[config.mk]
export PLATFORM = sky130hd
export DESIGN_NAME = decode_queue
export DESIGN_NICKNAME = d
export VERILOG_FILES = /design/src/rtl/decode_queue.sv
export SDC_FILE = /design/constraint.sdc
export NUM_CORES = 1
export LEC_CHECK = 0
export BUFFER_PORTS_ARGS = -buffer_cell sky130_fd_sc_hd__buf_4
export CAP_MARGIN = 25
export CORE_AREA = 2 2 161 194
export DETAILED_ROUTE_END_ITERATION = 16
export DIE_AREA = 0 0 163 196
export PLACE_DENSITY = 0.79
export SLEW_MARGIN = 25
export SYNTH_ARGS = -nofsm -noshare
export SYNTH_HDL_FRONTEND = slang
export SYNTH_SLANG_ARGS = --single-unit
[constraint.sdc]
create_clock -name clk -period 13.65 [get_ports clk]
set_clock_uncertainty 0.1 [all_clocks]
set_input_delay 0 -clock clk [delete_from_list [all_inputs] [get_ports clk]]
set_output_delay 0 -clock clk [all_outputs]
set_load 0.05 [all_outputs]
[src/rtl/decode_queue.sv]
// decode_queue: RV32I decoder feeding a DEPTH-entry FIFO of decoded control
// bundles. Fetch and execute each use a valid/ready handshake. The block also
// has a single-source load-use interlock and a synchronous flush.
// Optional feature: define DECODE_SLT_EN to decode SLT/SLTU/SLTI/SLTIU as
// alu_op 8/9. When it is not defined, those encodings are flagged illegal.
module decode_queue #(
  parameter int DEPTH    = 4,
  parameter int PC_W     = 32,
  parameter int LOAD_LAT = 1
) (
  input  logic                     clk,
  input  logic                     rst,
  input  logic                     in_valid,
  output logic                     in_ready,
  input  logic [31:0]              in_instr,
  input  logic [PC_W-1:0]          in_pc,
  input  logic                     flush,
  output logic                     out_valid,
  input  logic                     out_ready,
  output logic [PC_W-1:0]          out_pc,
  output logic [4:0]               out_rd,
  output logic [4:0]               out_rs1,
  output logic [4:0]               out_rs2,
  output logic [31:0]              out_imm,
  output logic [3:0]               out_alu_op,
  output logic [1:0]               out_alu_src,
  output logic [1:0]               out_branch_sel,
  output logic [2:0]               out_brcmp_src,
  output logic                     out_mr_sel,
  output logic                     out_mtr_sel,
  output logic                     out_mw_sel,
  output logic                     out_rw_sel,
  output logic                     out_illegal,
  output logic [$clog2(DEPTH):0]   count
);

  localparam int AW    = $clog2(DEPTH);
  localparam int CW    = AW + 1;
  localparam int LAT_W = (LOAD_LAT < 1) ? 1 : $clog2(LOAD_LAT + 1);

`ifdef DECODE_SLT_EN
  localparam bit SLT_EN = 1'b1;
`else
  localparam bit SLT_EN = 1'b0;
`endif

  localparam logic [6:0] OPC_OP     = 7'b0110011;
  localparam logic [6:0] OPC_OP_IMM = 7'b0010011;
  localparam logic [6:0] OPC_LOAD   = 7'b0000011;
  localparam logic [6:0] OPC_STORE  = 7'b0100011;
  localparam logic [6:0] OPC_BRANCH = 7'b1100011;
  localparam logic [6:0] OPC_JAL    = 7'b1101111;
  localparam logic [6:0] OPC_JALR   = 7'b1100111;
  localparam logic [6:0] OPC_LUI    = 7'b0110111;
  localparam logic [6:0] OPC_AUIPC  = 7'b0010111;

  typedef enum logic [3:0] {
    ALU_ADD = 4'd0, ALU_SUB = 4'd1, ALU_SLL = 4'd2, ALU_XOR  = 4'd3,
    ALU_SRL = 4'd4, ALU_SRA = 4'd5, ALU_OR  = 4'd6, ALU_AND  = 4'd7,
    ALU_SLT = 4'd8, ALU_SLTU = 4'd9
  } alu_op_e;

  typedef enum logic [1:0] {SRC_RF = 2'd0, SRC_SE = 2'd1, SRC_ZE = 2'd2} alu_src_e;

  typedef enum logic [1:0] {
    BS_NONE = 2'd0, BS_BRANCH = 2'd1, BS_JAL = 2'd2, BS_JALR = 2'd3
  } branch_sel_e;

  typedef enum logic [2:0] {
    BC_EQ = 3'd0, BC_NE = 3'd1, BC_LT = 3'd2, BC_GE = 3'd3,
    BC_LTU = 3'd4, BC_GEU = 3'd5, BC_NONE = 3'd7
  } brcmp_e;

  typedef struct packed {
    logic [PC_W-1:0] pc;
    logic [4:0]      rd;
    logic [4:0]      rs1;
    logic [4:0]      rs2;
    logic [31:0]     imm;
    alu_op_e         alu_op;
    alu_src_e        alu_src;
    branch_sel_e     branch_sel;
    brcmp_e          brcmp;
    logic            mr;
    logic            mtr;
    logic            mw;
    logic            rw;
    logic            illegal;
    logic            use_rs1;
    logic            use_rs2;
  } entry_t;

  entry_t          mem [DEPTH];
  entry_t          dec;
  entry_t          head;
  logic [AW-1:0]   wr_ptr;
  logic [AW-1:0]   rd_ptr;
  logic [LAT_W-1:0] haz_cnt;
  logic [4:0]      haz_rd;
  logic            push;
  logic            pop;
  logic            hazard;
  logic            op_ok;
  alu_op_e         op_sel;

  logic [6:0]  opcode;
  logic [2:0]  funct3;
  logic [6:0]  funct7;
  logic [31:0] imm_i, imm_s, imm_b, imm_u, imm_j;

  assign opcode = in_instr[6:0];
  assign funct3 = in_instr[14:12];
  assign funct7 = in_instr[31:25];

  assign imm_i = {{20{in_instr[31]}}, in_instr[31:20]};
  assign imm_s = {{20{in_instr[31]}}, in_instr[31:25], in_instr[11:7]};
  assign imm_b = {{20{in_instr[31]}}, in_instr[7], in_instr[30:25], in_instr[11:8], 1'b0};
  assign imm_u = {in_instr[31:12], 12'b0};
  assign imm_j = {{12{in_instr[31]}}, in_instr[19:12], in_instr[20], in_instr[30:21], 1'b0};

  // Combinational decode of the incoming instruction into a FIFO entry.
  always_comb begin
    // NOTE: every variable gets a default before the case so no latch is inferred.
    dec            = '0;
    dec.pc         = in_pc;
    dec.rd         = in_instr[11:7];
    dec.rs1        = in_instr[19:15];
    dec.rs2        = in_instr[24:20];
    dec.alu_op     = ALU_ADD;
    dec.alu_src    = SRC_RF;
    dec.branch_sel = BS_NONE;
    dec.brcmp      = BC_NONE;
    op_ok          = 1'b1;
    op_sel         = ALU_ADD;
    case (opcode)
      OPC_OP: begin
        dec.use_rs1 = 1'b1;
        dec.use_rs2 = 1'b1;
        if (funct7 == 7'b0000000) begin
          case (funct3)
            3'b000:  op_sel = ALU_ADD;
            3'b001:  op_sel = ALU_SLL;
            3'b010:  begin op_sel = SLT_EN ? ALU_SLT  : ALU_ADD; op_ok = SLT_EN; end
            3'b011:  begin op_sel = SLT_EN ? ALU_SLTU : ALU_ADD; op_ok = SLT_EN; end
            3'b100:  op_sel = ALU_XOR;
            3'b101:  op_sel = ALU_SRL;
            3'b110:  op_sel = ALU_OR;
            default: op_sel = ALU_AND;
          endcase
        end else if (funct7 == 7'b0100000 && funct3 == 3'b000) begin
          op_sel = ALU_SUB;
        end else if (funct7 == 7'b0100000 && funct3 == 3'b101) begin
          op_sel = ALU_SRA;
        end else begin
          op_ok = 1'b0;
        end
        if (op_ok) begin
          dec.alu_op = op_sel;
          dec.rw     = 1'b1;
        end else begin
          dec.illegal = 1'b1;
        end
      end
      OPC_OP_IMM: begin
        dec.use_rs1 = 1'b1;
        case (funct3)
          3'b000:  op_sel = ALU_ADD;
          3'b001:  op_sel = ALU_SLL;
          3'b010:  begin op_sel = SLT_EN ? ALU_SLT  : ALU_ADD; op_ok = SLT_EN; end
          3'b011:  begin op_sel = SLT_EN ? ALU_SLTU : ALU_ADD; op_ok = SLT_EN; end
          3'b100:  op_sel = ALU_XOR;
          3'b101:  op_sel = funct7[5] ? ALU_SRA : ALU_SRL;
          3'b110:  op_sel = ALU_OR;
          default: op_sel = ALU_AND;
        endcase
        if (op_ok) begin
          dec.alu_op  = op_sel;
          dec.alu_src = SRC_SE;
          dec.rw      = 1'b1;
          dec.imm     = imm_i;
        end else begin
          dec.illegal = 1'b1;
        end
      end
      OPC_LOAD: begin
        dec.use_rs1 = 1'b1;
        dec.mr      = 1'b1;
        dec.mtr     = 1'b1;
        dec.rw      = 1'b1;
        dec.alu_src = SRC_SE;
        dec.imm     = imm_i;
      end
      OPC_STORE: begin
        dec.use_rs1 = 1'b1;
        dec.use_rs2 = 1'b1;
        dec.mw      = 1'b1;
        dec.alu_src = SRC_SE;
        dec.imm     = imm_s;
      end
      OPC_BRANCH: begin
        dec.use_rs1    = 1'b1;
        dec.use_rs2    = 1'b1;
        dec.branch_sel = BS_BRANCH;
        dec.alu_op     = ALU_SUB;
        dec.imm        = imm_b;
        case (funct3)
          3'b000:  dec.brcmp = BC_EQ;
          3'b001:  dec.brcmp = BC_NE;
          3'b100:  dec.brcmp = BC_LT;
          3'b101:  dec.brcmp = BC_GE;
          3'b110:  dec.brcmp = BC_LTU;
          3'b111:  dec.brcmp = BC_GEU;
          default: dec.illegal = 1'b1;
        endcase
      end
      OPC_JAL: begin
        dec.branch_sel = BS_JAL;
        dec.rw         = 1'b1;
        dec.imm        = imm_j;
      end
      OPC_JALR: begin
        dec.use_rs1    = 1'b1;
        dec.branch_sel = BS_JALR;
        dec.rw         = 1'b1;
        dec.alu_src    = SRC_SE;
        dec.imm        = imm_i;
      end
      OPC_LUI, OPC_AUIPC: begin
        dec.rw      = 1'b1;
        dec.alu_src = SRC_ZE;
        dec.imm     = imm_u;
      end
      default: dec.illegal = 1'b1;
    endcase
  end

  assign head      = mem[rd_ptr];
  assign in_ready  = (count < CW'(DEPTH));
  assign hazard    = (haz_cnt != '0) &&
                     ((head.use_rs1 && head.rs1 == haz_rd) ||
                      (head.use_rs2 && head.rs2 == haz_rd));
  assign out_valid = (count != '0) && !hazard && !flush;
  assign push      = in_valid && in_ready && !flush;
  assign pop       = out_valid && out_ready;

  // Entry storage; written at the tail on every accepted push.
  always_ff @(posedge clk or posedge rst) begin
    // NOTE: the array is cleared on reset so out_* read zero before the first push.
    if (rst) begin
      for (int i = 0; i < DEPTH; i++) mem[i] <= '0;
    end else if (push) begin
      mem[wr_ptr] <= dec;
    end
  end

  // Read/write pointers and occupancy; flush empties the queue.
  always_ff @(posedge clk or posedge rst) begin
    if (rst) begin
      wr_ptr <= '0;
      rd_ptr <= '0;
      count  <= '0;
    end else if (flush) begin
      wr_ptr <= '0;
      rd_ptr <= '0;
      count  <= '0;
    end else begin
      if (push) wr_ptr <= wr_ptr + AW'(1);
      if (pop)  rd_ptr <= rd_ptr + AW'(1);
      case ({push, pop})
        2'b10:   count <= count + CW'(1);
        2'b01:   count <= count - CW'(1);
        default: count <= count;
      endcase
    end
  end

  // Load-use interlock: remember the destination of an issued load for LOAD_LAT cycles.
  always_ff @(posedge clk or posedge rst) begin
    if (rst) begin
      haz_cnt <= '0;
      haz_rd  <= '0;
    end else if (flush) begin
      haz_cnt <= '0;
    end else if (pop && head.mr && head.rd != 5'd0) begin
      haz_cnt <= LAT_W'(LOAD_LAT);
      haz_rd  <= head.rd;
    end else if (haz_cnt != '0) begin
      haz_cnt <= haz_cnt - LAT_W'(1);
    end
  end

  assign out_pc         = head.pc;
  assign out_rd         = head.rd;
  assign out_rs1        = head.rs1;
  assign out_rs2        = head.rs2;
  assign out_imm        = head.imm;
  assign out_alu_op     = head.alu_op;
  assign out_alu_src    = head.alu_src;
  assign out_branch_sel = head.branch_sel;
  assign out_brcmp_src  = head.brcmp;
  assign out_mr_sel     = head.mr;
  assign out_mtr_sel    = head.mtr;
  assign out_mw_sel     = head.mw;
  assign out_rw_sel     = head.rw;
  assign out_illegal    = head.illegal;

endmodule

==> results.md, run 1 <==
* Largest net degree at the start of global routing at around 200
* Fill count at 2020
* Clk root buf: clkbuf_16
* Slew headroom at 29.8%
* Post-DR wirelength/cell at 21.1 µm
* Met1 Use GR at 36.4%
* Async S/R FF share, synth at 100%
* Sequential-to-total area share from yosys stat at 56.3%
* Power per Cell Area at 194 mW/mm²
* Internal power of the cells at between 2 and 3 mW
* Io pins at 169
* Top delay family on crit path: simple AND/OR/NAND/NOR gates
* Row count at 70
* First drt pass iteration count at 5
* Reg2reg end: count[1]
* Core Region at 0.0302 mm²
* Fin Hold WS at 0.0417 ns
* Logic pwr share at between 30% and 40%
* Hpwl dp at 24600 µm
* MaxCap Viol Count at 0
* Setup TNS at 0 ns
* GRT Overall Usage at between 20% and 30%
* CTS sink cnt at 393
* Syn Inst Count at 1359
* Ratio of cells with drive above 1 in the final layout at between 30 and 40%
* Area Overhead vs Synth at 21.2%
* Ys Warns at 0
* Clk buf depth at 3
* Syn nets at 1436
* Cell mode on critical path: nand4_1
* Crit path launch type: flop
* Avg Inst Size Synth at 12.9 µm²
* Least-Margin Pin Slew at 1.05 ns
* Outcome: finished clean
* Final min period at 4.71 ns
* Post_cts resized at 0
* Hold Vio Cnt, Final at 0
* Worst-Skew Late Latency at about 0.53 ns
* Number of CTS-inserted buffers at 40
* I/O Buffers at 167
* Synth Flop Type: dfrtp_1
* Peak supply drop at 172 µV
* CP arrival at 5.07 ns
* Die area at about 0.032 mm²
* Worst-path cell chain: buf_12 > buf_6 > mux4_1 > xnor2_1 > nand4_1 > o21ai_2 > nor3_1 > fa_1 > nand2b_1 > or4_1 > nand4_1
* CP required at 14.01 ns
* DRT Wirelength at 41800 µm
* Met2 Use GR at between 40% and 50%
* Type of the worst setup path: reg2reg
* Crit end category: flop
* CP max stage cell: dfrtp_4
* Worst path bufs/invs at 2
* Vias in the first global route at between 10000 and 15000
* Leakage at approximately 9.5 nW
* Final Cycle Share at 34.5%
* Sw frac at 33.1%
* Initial DRC Count at 1070
* H-tree levels at 2
* Starting Density at 57.8%
* Setup Slack @ Placement at ~8.6 ns
* Initial antenna violation count at 1
* Net Switching at approximately 1.4 mW
* Final setup vio count at 0
* GP Congestion at roughly 0.83
* Clk slew on worst S/H paths at 0.06 ns
* Die X at 163 µm
* Mapped Area at 0.0175 mm²
* ANT nets after route at 0
* EDFF count, synth at 0
* Clock share of power at 28.7%
* Final Worst Setup Slack at 8.94 ns
* Chip height at 196 µm
* Busiest grt layer: met2
* Max-slew violation count at 0
* Number of cells on the worst reg-to-reg path at 11
* Post-route DRC violation count at 0
* Reg2reg start: rd_ptr[0]
* F_max at roughly 210 MHz
* Yosys cell types at between 50 and 60
* RSZ-0062 raised after global routing: false
* Layout Nets at approximately 1600
* GR Util met3 at slightly above 5%
* CTS tree: done
* Largest stage delay, worst path at slightly above 0.8 ns
* Hold Path Class: in2async
* Vias per cell at 5.97
* Reg power frac at 39.9%
* Max FO, Critical Path at 50
* Vias at 11900
* First-pass GRT wire length at 67800 µm
* GRT Residual Overflow at 0
* #FFs+latches synth at 393
* Setup slack on the worst flop-to-flop path at 8.94 ns
## worst max-delay path by stage
| stage | from | endpoint | slack [ns] | cells after the start |
|---|---|---|---|---|
| global placement | rd_ptr[0] | count[1] | 8.62 | 10 |
| global route | rd_ptr[0] | count[1] | 8.58 | 11 |
| detailed placement | rd_ptr[0] | count[1] | 8.57 | 10 |
| CTS | rd_ptr[0] | count[1] | 8.52 | 10 |
| floorplan | rst | count[0] | 2.62 | 1 |
| finish | rd_ptr[0] | count[1] | 8.94 | 11 |
## metal layers
layer | vias to the layer above | share of wire, %
met5 | - | 0
met4 | 0 | 2.3
met1 | 6144 | 41
li1 | 5274 | -
met3 | 74 | 6.2
met2 | 364 | 51
## layout by cell type, fill, tap and decap left out, types with 3 or more instances in the layout
| cell | n |
|---|---|
| dfrtp_1 | 391 |
| nand2_1 | 217 |
| o21ai_0 | 206 |
| mux2_2 | 184 |
| buf_4 | 170 |
| mux4_2 | 87 |
| dlygate4sd3_1 | 71 |
| clkbuf_16 | 41 |
| a21oi_1 | 24 |
| nor2_1 | 19 |
| clkbuf_8 | 15 |
| nand2b_1 | 11 |
| xnor2_1 | 11 |
| nand3_1 | 10 |
| nor3_1 | 9 |
| inv_1 | 8 |
| mux4_1 | 7 |
| ha_1 | 7 |
| clkbuf_1 | 6 |
| xor2_1 | 5 |
| or4_1 | 5 |
| mux2_4 | 5 |
| bufinv_16 | 5 |
| buf_6 | 5 |
| nand2_4 | 4 |
| a22oi_1 | 4 |
| o21ai_2 | 3 |
| nand4_1 | 3 |
| or3_1 | 3 |
| and3b_1 | 3 |
| clkinv_2 | 3 |
## synthesized netlist by cell type (2+ instances only)
library cell / n / area share (%)
o221ai_1: 2 / 0.10
clkbuf_1: 76 / 1.6
o21a_1: 2 / 0.086
nand4_1: 3 / 0.11
or3_1: 3 / 0.11
nand3b_1: 2 / 0.086
or4_1: 5 / 0.21
nor2_1: 19 / 0.41
buf_2: 6 / 0.17
mux4_1: 7 / 1.1
mux2_4: 5 / 0.43
or2_2: 2 / 0.072
o22ai_1: 2 / 0.072
buf_1: 5 / 0.11
and3b_1: 3 / 0.15
mux2_2: 184 / 12
dfrtp_1: 393 / 56
a21oi_1: 24 / 0.69
o21ai_0: 206 / 5.9
xnor2_1: 11 / 0.55
a311o_1: 2 / 0.11
a22oi_1: 4 / 0.17
nand2_1: 221 / 4.7
buf_6: 4 / 0.26
and3_1: 2 / 0.072
nor3_1: 9 / 0.26
xor2_1: 5 / 0.25
mux4_2: 87 / 11
nand2b_1: 11 / 0.39
o21ai_2: 3 / 0.15
inv_1: 9 / 0.19
ha_1: 7 / 0.50
buf_4: 2 / 0.086
nand3_1: 10 / 0.29
## layout make-up
| type | instances | area, µm² | share of cell area [%] |
|---|---|---|---|
| clock inverter | 11 | 190 | 0.898 |
| multi-input combinational | 863 | 7220 | 34.1 |
| timing repair buffer | 250 | 2140 | 10.1 |
| sequential | 393 | 9840 | 46.4 |
| clock buffer | 62 | 1250 | 5.92 |
| tap | 396 | 495 | 2.34 |
| inverter | 9 | 41.3 | 0.195 |
| antenna | 1 | 2.50 | 0.0118 |
## kinds of logic (layout without fill, tap and decap cells)
logic type,after synthesis,in the layout,share of synthesized area [%]
flops,393,393,56.3
simple gates,298,298,7.31
mux,284,284,24.6
compound gates,256,256,7.81
buf+inv,103,332,2.56
xor+xnor,16,16,0.802
fa+ha+maj,8,8,0.616
other cells,1,2,0.0215
## worst register-to-register path, cell delays in order (launching register included)
cell,delay [ns]
dfrtp_4,0.83
buf_12,0.29
buf_6,0.61
mux4_1,0.70
xnor2_1,0.16
nand4_1,0.23
o21ai_2,0.48
nor3_1,0.14
fa_1,0.51
nand2b_1,0.07
or4_1,0.40
nand4_1,0.10
## power groups by stage
stage	sequential [mW]	clock, mW	combinational [mW]
after floorplan	1.59	0	0.965
after global placement	1.63	0	1.23
after detailed placement	1.65	0	1.26
after CTS	1.64	1.19	1.28
after global routing	1.67	1.24	1.36
final	1.64	1.18	1.29
## timing repair
| item | CTS | global route |
|---|---|---|
| hold buffers | 71 | 0 |
| endpoints found under the hold margin | 478 | 0 |
| setup buffers | 0 | 0 |
## metrics by stage
| stage | util [%] | instances | total power, mW | instance area (µm²) |
|---|---|---|---|---|
| CTS | 69.8 | 1981 | 4.11 | 21100 |
| global route | 70.1 | 1985 | 4.28 | 21200 |
| finish | 70.1 | 1985 | 4.11 | 21200 |
| detailed placement | 62.7 | 1837 | 2.91 | 18900 |
| global placement | 62.7 | 1837 | 2.87 | 18900 |
| floorplan | - | 1359 | 2.56 | 17500 |
## flip-flops by register name, indices dropped and copies added (netlist names)
| name | cells |
|---|---|
| mem | 380 |
| haz_rd | 5 |
| count | 3 |
| rd_ptr | 2 |
| wr_ptr | 2 |
| haz_cnt | 1 |
(Power assumes the default switching activity.)
==> run 2: changes to the inputs <==
Settings changed: CORE_AREA 2 2 161 194 to 2 2 168 203, DIE_AREA 0 0 163 196 to 0 0 170 205, PLACE_DENSITY 0.79 to 0.76.
Clock period 13.65 ns to 3.9 ns, I/O delays scaled along.
==> run 2 against run 1 <==
Non-clock buffer count rose by 9. Critical path type unchanged. Fmax rose by 37%. Global-route usage fell by 2.1 points. Sequential power rose to 3.5 times the previous value. Largest power group unchanged. Highest routed layer unchanged. Critical path depth fell by 2. Sequential share of layout area rose by 0.14 points. Register-to-register slack got worse by 8.5 ns.
==> results.md, run 2 (synthesis gave the netlist of run 1 again) <==
* Outcome: finished clean
* ANT nets after route at 0
* Hpwl dp at 26700 µm
* Biggest regs: mem (380), haz_rd (5), count (3)
* H-tree levels at 2
* F_max at approximately 290 MHz
* Type of the worst setup path: reg2reg
* Power per Cell Area at ~660 mW/mm²
* Crit path launch type: flop
* # diodes at 0
* Post-route DRC violation count at 0
* Largest net degree at the start of global routing at about 140
* Largest Register: mem
* Initial DRC Count at a little under 800
* Layout Nets at roughly 1600
* DRT Wirelength at 41800 µm
* I/O Buffers at 167
* Post_cts resized at 0
* Most frequent cells in the layout: dfrtp_1, nand2_1, o21ai_0
* CP required at 4.26 ns
* GP Congestion at between 0.8 and 0.9
* Row count at 73
* Final min period at 3.45 ns
* First drt pass iteration count at 5
* Top routing layer in use: met4
* Area Overhead vs Synth at 20.9%
* Crit end category: flop
* WL met1 at 17400 µm
* Hold Path Class: in2async
* Clk root buf: clkbuf_16
* MaxCap Viol Count at 0
* Clk slew on worst S/H paths at 0.06 ns
* Reg2reg start: rd_ptr[0]
* Vias in the first global route at between 10000 and 15000
* Number of CTS-inserted buffers at 40
* Hold Vio Cnt, Final at 0
* Max FFs per register at 380
* Vias per cell at roughly 5.9
* GRT Overall Usage at between 20% and 30%
* Core Region at 0.0329 mm²
* Io pins at 169
* CTS tree: done
* CTS sink cnt at a little under 400
* # hold bufs at CTS at 71
* Vias at 11700
* Least-Margin Pin Slew at around 0.93 ns
* Most common cell after layout, fill and taps aside: dfrtp_1
* Worst-Skew Late Latency at between 0.5 and 0.6 ns
* Slew headroom at 37.8%
* Max FO, Critical Path at 13
* Chip height at 205 µm
* Final Cycle Share at 88.3%
* Fin Hold WS at 0.117 ns
* DR WL met3 at 2750 µm
* Fin util at 64.2%
* DR WL met2 at 20900 µm
* Clk buf depth at 3
* Starting Density at a little over half
* Peak supply drop at ~570 µV
* Post CTS Setup Buffer Count at 0
* RSZ-0062 raised after global routing: false
* Post-DR wirelength/cell at 20.9 µm
* Fill count at 2442
* Die X at ~170 µm
* First-pass GRT wire length at 68100 µm
* Worst Setup SP: rd_ptr[0]
* Leakage at roughly 9.4 nW
* CP arrival at 3.81 ns
* Die area at 0.0349 mm²
* Ratio of cells with drive above 1 in the final layout at roughly 34%
* Final setup vio count at 0
* GRT Residual Overflow at 0
* Initial antenna violation count at 0
* Max-slew violation count at 0
run 2: changes by cell type in the layout (fill, tap and decap cells not counted), moves of 2 or more:
| cell | delta |
|---|---|
| buf_4 | +11 |
| clkinv_2 | +2 |
| clkbuf_1 | +4 |
| buf_6 | -5 |
| buf_12 | +4 |
| bufinv_16 | -2 |
| clkbuf_8 | -7 |
| inv_6 | -2 |
run 2: final timing paths:
| kind | end | slack (ns) | cells after the start |
|---|---|---|---|
| min in group clk | mem[282] | 0.17 | 3 |
| max | count[1] | 0.45 | 9 |
| min | mem[50] | 0.12 | 3 |
| min reg2reg | mem[6] | 0.37 | 2 |
| max in group asynchronous | mem[125] | 2.34 | 4 |
| max reg2reg | count[1] | 0.45 | 9 |
run 2: critical path, cell delays in order (launching register included):
cell	delay [ns]
dfrtp_4	0.58
mux4_1	0.65
xnor2_1	0.17
nand4_1	0.20
o21ai_2	0.47
nor3_1	0.13
fa_1	0.51
nand2b_1	0.08
or4_1	0.40
nand4_1	0.09
run 2: metrics by stage:
step	TNS [ns]	cells	area, µm²	setup WS (ns)	power, mW
2_1_floorplan	-584.73	1359	17500	-1.49	8.96
3_3_place_gp	0	1864	19100	0.468	10.1
3_5_place_dp	0	1865	19100	0.460	10.3
4_1_cts	0	2003	21100	0.431	14.2
5_1_grt	0	2003	21100	0.237	14.7
6_report	0	2003	21100	0.455	14.0
run 2: cell type report:
type	instances	area [µm²]	share of cell area, %
tap	412	515	2.44
sequential	393	9840	46.6
inverter	9	37.5	0.178
multi-input combinational	863	7220	34.2
clock buffer	59	1170	5.56
clock inverter	8	115	0.545
timing repair buffer	259	2220	10.5
run 2: where the power goes:
| group | switching, mW | internal (mW) | leakage, nW |
|---|---|---|---|
| registers | 0.565 | 5.14 | 5.18 |
| logic | 2.61 | 1.95 | 3.62 |
| clock network | 1.52 | 2.27 | 0.637 |
| total | 4.70 | 9.35 | 9.43 |
run 2: metal layers:
layer	vias up	track usage (%)
met5	-	0
met3	67	5.47
met2	350	41.9
li1	5291	-
met1	6011	33.4
met4	0	5.46
==> run 3: changes to the inputs <==
Settings changed: ABC_AREA from default to 1, CORE_AREA 2 2 168 203 to 2 2 171 207, DIE_AREA 0 0 170 205 to 0 0 173 209.
==> run 3 against run 2 <==
Synthesized area rose by 4.4%. Power rose by 16%. Count of clock-buffer cells in the layout rose by 6. Combinational power rose by 48%. Fmax fell by 5.2%. Utilization fell by 0.80 points. Synthesized cell count rose by 68%. Sequential power rose by 2%. Die area rose by 3.8%. Global-route usage rose by 4.4 points. Final area rose by 3.2%. Clock power barely moved. Critical path type unchanged. Critical endpoint unchanged. Highest routed layer unchanged.
==> results.md, run 3 <==
* Sw frac at between 40% and 50%
* Number of cells on the worst reg-to-reg path at 19
* CP required at approximately 4.3 ns
* Hpwl dp at roughly 32000 µm
* GP Congestion at 0.912
* Fin Hold WS at 0.0335 ns
* Largest net degree at the start of global routing at 141
* Synth area leader: dfrtp_1
* Post-DR wirelength/cell at 17.9 µm
* Final Cycle Share at between 90% and 100%
* Vias at 16500
* Type of the worst setup path: reg2reg
* Largest Register: mem
* Post-route DRC violation count at 0
* Worst-path cell chain: buf_4 > nand2_1 > nand2_1 > nand2_1 > nand2_1 > nor2_1 > nor2_1 > nand3_2 > nand2_2 > nand2_2 > nand3_2 > nand2_1 > nand2_1 > inv_2 > nor2_4 > dlygate4sd3_1 > nand2_1 > dlygate4sd3_1 > nand2_1
* Leakage at 11.2 nW
* ANT nets after route at 0
* Avg Inst Size Synth at 7.99 µm²
* Chip height at 209 µm
* Vias in the first global route at 16400
* I/O Buffers at between 150 and 200
* Area Overhead vs Synth at 19.4%
* Hold Path Class: in2async
* Initial antenna violation count at 0
* Final setup vio count at 0
* Starting Density at 53.1%
* Multi-input logic area at 0.00735 mm²
* GRT Overall Usage at 29.2%
* CTS sink cnt at 393
* # diodes at 0
* GRT Residual Overflow at 0
* Clk slew on worst S/H paths at 0.06 ns
* Fin util at 63.4%
* First-pass GRT wire length at about 85000 µm
* EDFF count, synth at 0
* Max-slew violation count at 0
* Final min period at approximately 3.6 ns
* Die X at 173 µm
* Placed insts at 2793
* Die area at 0.0362 mm²
* CTS tree: done
* Core Region at 0.0343 mm²
* Syn nets at approximately 2400
* Synth Flop Type: dfrtp_1
* Internal power of the cells at ~9.3 mW
* Fill count at 2916
* MaxCap Viol Count at 0
* Syn Inst Count at 2283
* F_max at 275 MHz
* Clock share of power at 23.1%
* Yosys cell types at 44
* Top-count cell post-synth: nand2_1
* H-tree levels at 2
* Most common cell after layout, fill and taps aside: nand2_1
* First drt pass iteration count at 6
* Most frequent cells in the layout: nand2_1, dfrtp_1, o21ai_0
* Non-filler instance count after layout at 2936
* Power per Cell Area at about 750 mW/mm²
* Biggest regs: mem (380), haz_rd (5), count (3)
* Post-synth top area share at 53.9%
* Cell mode on critical path: nand2_1
* Post-place instance area at 0.0198 mm²
* Outcome: finished clean
* Async S/R FF share, synth at 100%
* Busiest grt layer: met2
* CP arrival at 4.02 ns
* Mapped Area at 0.0182 mm²
* Met2 Use GR at 49.2%
* Max FO, Critical Path at 34
* Area contributors post-synth: dfrtp_1, nand2_1, o21ai_0
* Worst-Skew Late Latency at about 0.56 ns
* Initial DRC Count at 1626
* Net Switching at 6.96 mW
* Row count at 75
* GR Util met3 at 4.13%
* Crit path launch type: flop
* Crit end category: flop
* Reg power frac at 35.5%
* Ys Warns at 0
* Hold Vio Cnt, Final at 0
* Met1 Use GR at 38.5%
* Vias per cell at 5.63
* DRT Wirelength at 52600 µm
* Clk root buf: clkbuf_16
* Clk buf depth at 3
* Largest stage delay, worst path at 0.63 ns
* Io pins at around 170
* Seq. cell area at ~0.0098 mm²
* Top post-synthesis cells by count: nand2_1, dfrtp_1, o21ai_0, nor2_1, clkbuf_1
* RSZ-0062 raised after global routing: false
* Layout Nets at 2524
* Least-Margin Pin Slew at 0.940 ns
* Number of CTS-inserted buffers at 42
* Ratio of cells with drive above 1 in the final layout at 13.5%
* Sequential-to-total area share from yosys stat at 53.9%
* CP max stage cell: dfrtp_4
* #FFs+latches synth at 393
* Logic pwr share at 41.4%
* Slew headroom at between 30 and 40%
* Final instance area at 0.0218 mm²
* Peak supply drop at 606 µV
* Max FFs per register at 380
## run 3: cell count changes in the layout (fill, tap and decap cells not counted), moves of 17 or more
cell and delta:
nand2_1 +581, inv_2 +17, o22ai_1 +80, o21ai_2 +18, o21ai_0 +176, nor2_1 +181
mux4_2 -87, mux2_2 -184, nand3_1 +31, a21oi_1 -17, inv_1 +95
## run 3: what timing repair did
action	CTS	global route
hold buffers	71	0
gates resized for setup	0	1
endpoints found under the hold margin	447	0
endpoints found under the setup margin	0	1
setup buffers	0	1
## run 3: power groups by stage
stage          combinational [mW]  clock, mW  sequential [mW]
4_1_cts                      6.72       3.81             5.80
3_3_place_gp                 6.52          0             5.82
2_1_floorplan                4.81          0             5.70
3_5_place_dp                 6.64          0             5.86
6_report                     6.75       3.77             5.79
5_1_grt                      7.30       3.98             5.92
## run 3: path summary, 6_finish.rpt
path                            slack (ns)        start        to
worst max-delay path                  0.27    rd_ptr[0]  count[1]
worst min-delay path                  0.03          rst   mem[63]
worst max register to register        0.27    rd_ptr[0]  count[1]
worst min register to register        0.37     mem[240]  mem[240]
max in group asynchronous             2.53          rst   mem[32]
min in group clk                      0.09  in_instr[0]  mem[105]
## run 3: kinds of logic (layout without fill, tap and decap cells)
| kind of cell | Yosys count | in the layout | share of synthesized area [%] |
|---|---|---|---|
| simple gates | 1078 | 1078 | 23.3 |
| compound gates | 531 | 531 | 16.2 |
| flops | 393 | 393 | 53.9 |
| buf+inv | 272 | 463 | 6.01 |
| fa+ha+maj | 8 | 8 | 0.590 |
| other cells | 1 | 1 | 0.0206 |
## run 3: layout make-up
class | count | share of cell area [%]
Sequential cell | 393 | 45.2
Inverter | 124 | 2.21
Tap cell | 462 | 2.65
Clock inverter | 6 | 0.241
Multi-Input combinational cell | 1618 | 33.7
Clock buffer | 65 | 5.64
Timing Repair Buffer | 268 | 10.4
## run 3: layer usage
metal  share of wire, %  vias up
met1                 41     7937
met2                 48      772
met5                  0        -
li1                   -     7702
met3                7.6      128
met4                3.5        0
## run 3: critical path: cells and delay by family (launching register included)
family / cells / cell delay [ns]
buffers and inverters: 4 / 1.59
and+or+nand+nor: 15 / 1.22
DFF: 1 / 0.63
## run 3: through the flow
step	setup slack (ns)	setup TNS, ns	total power, mW
detailed placement	0.932	0	12.5
global route	0.00620	0	17.2
floorplan	-1.49	-584.73	10.5
CTS	0.149	0	16.3
global placement	0.971	0	12.3
finish	0.267	0	16.3
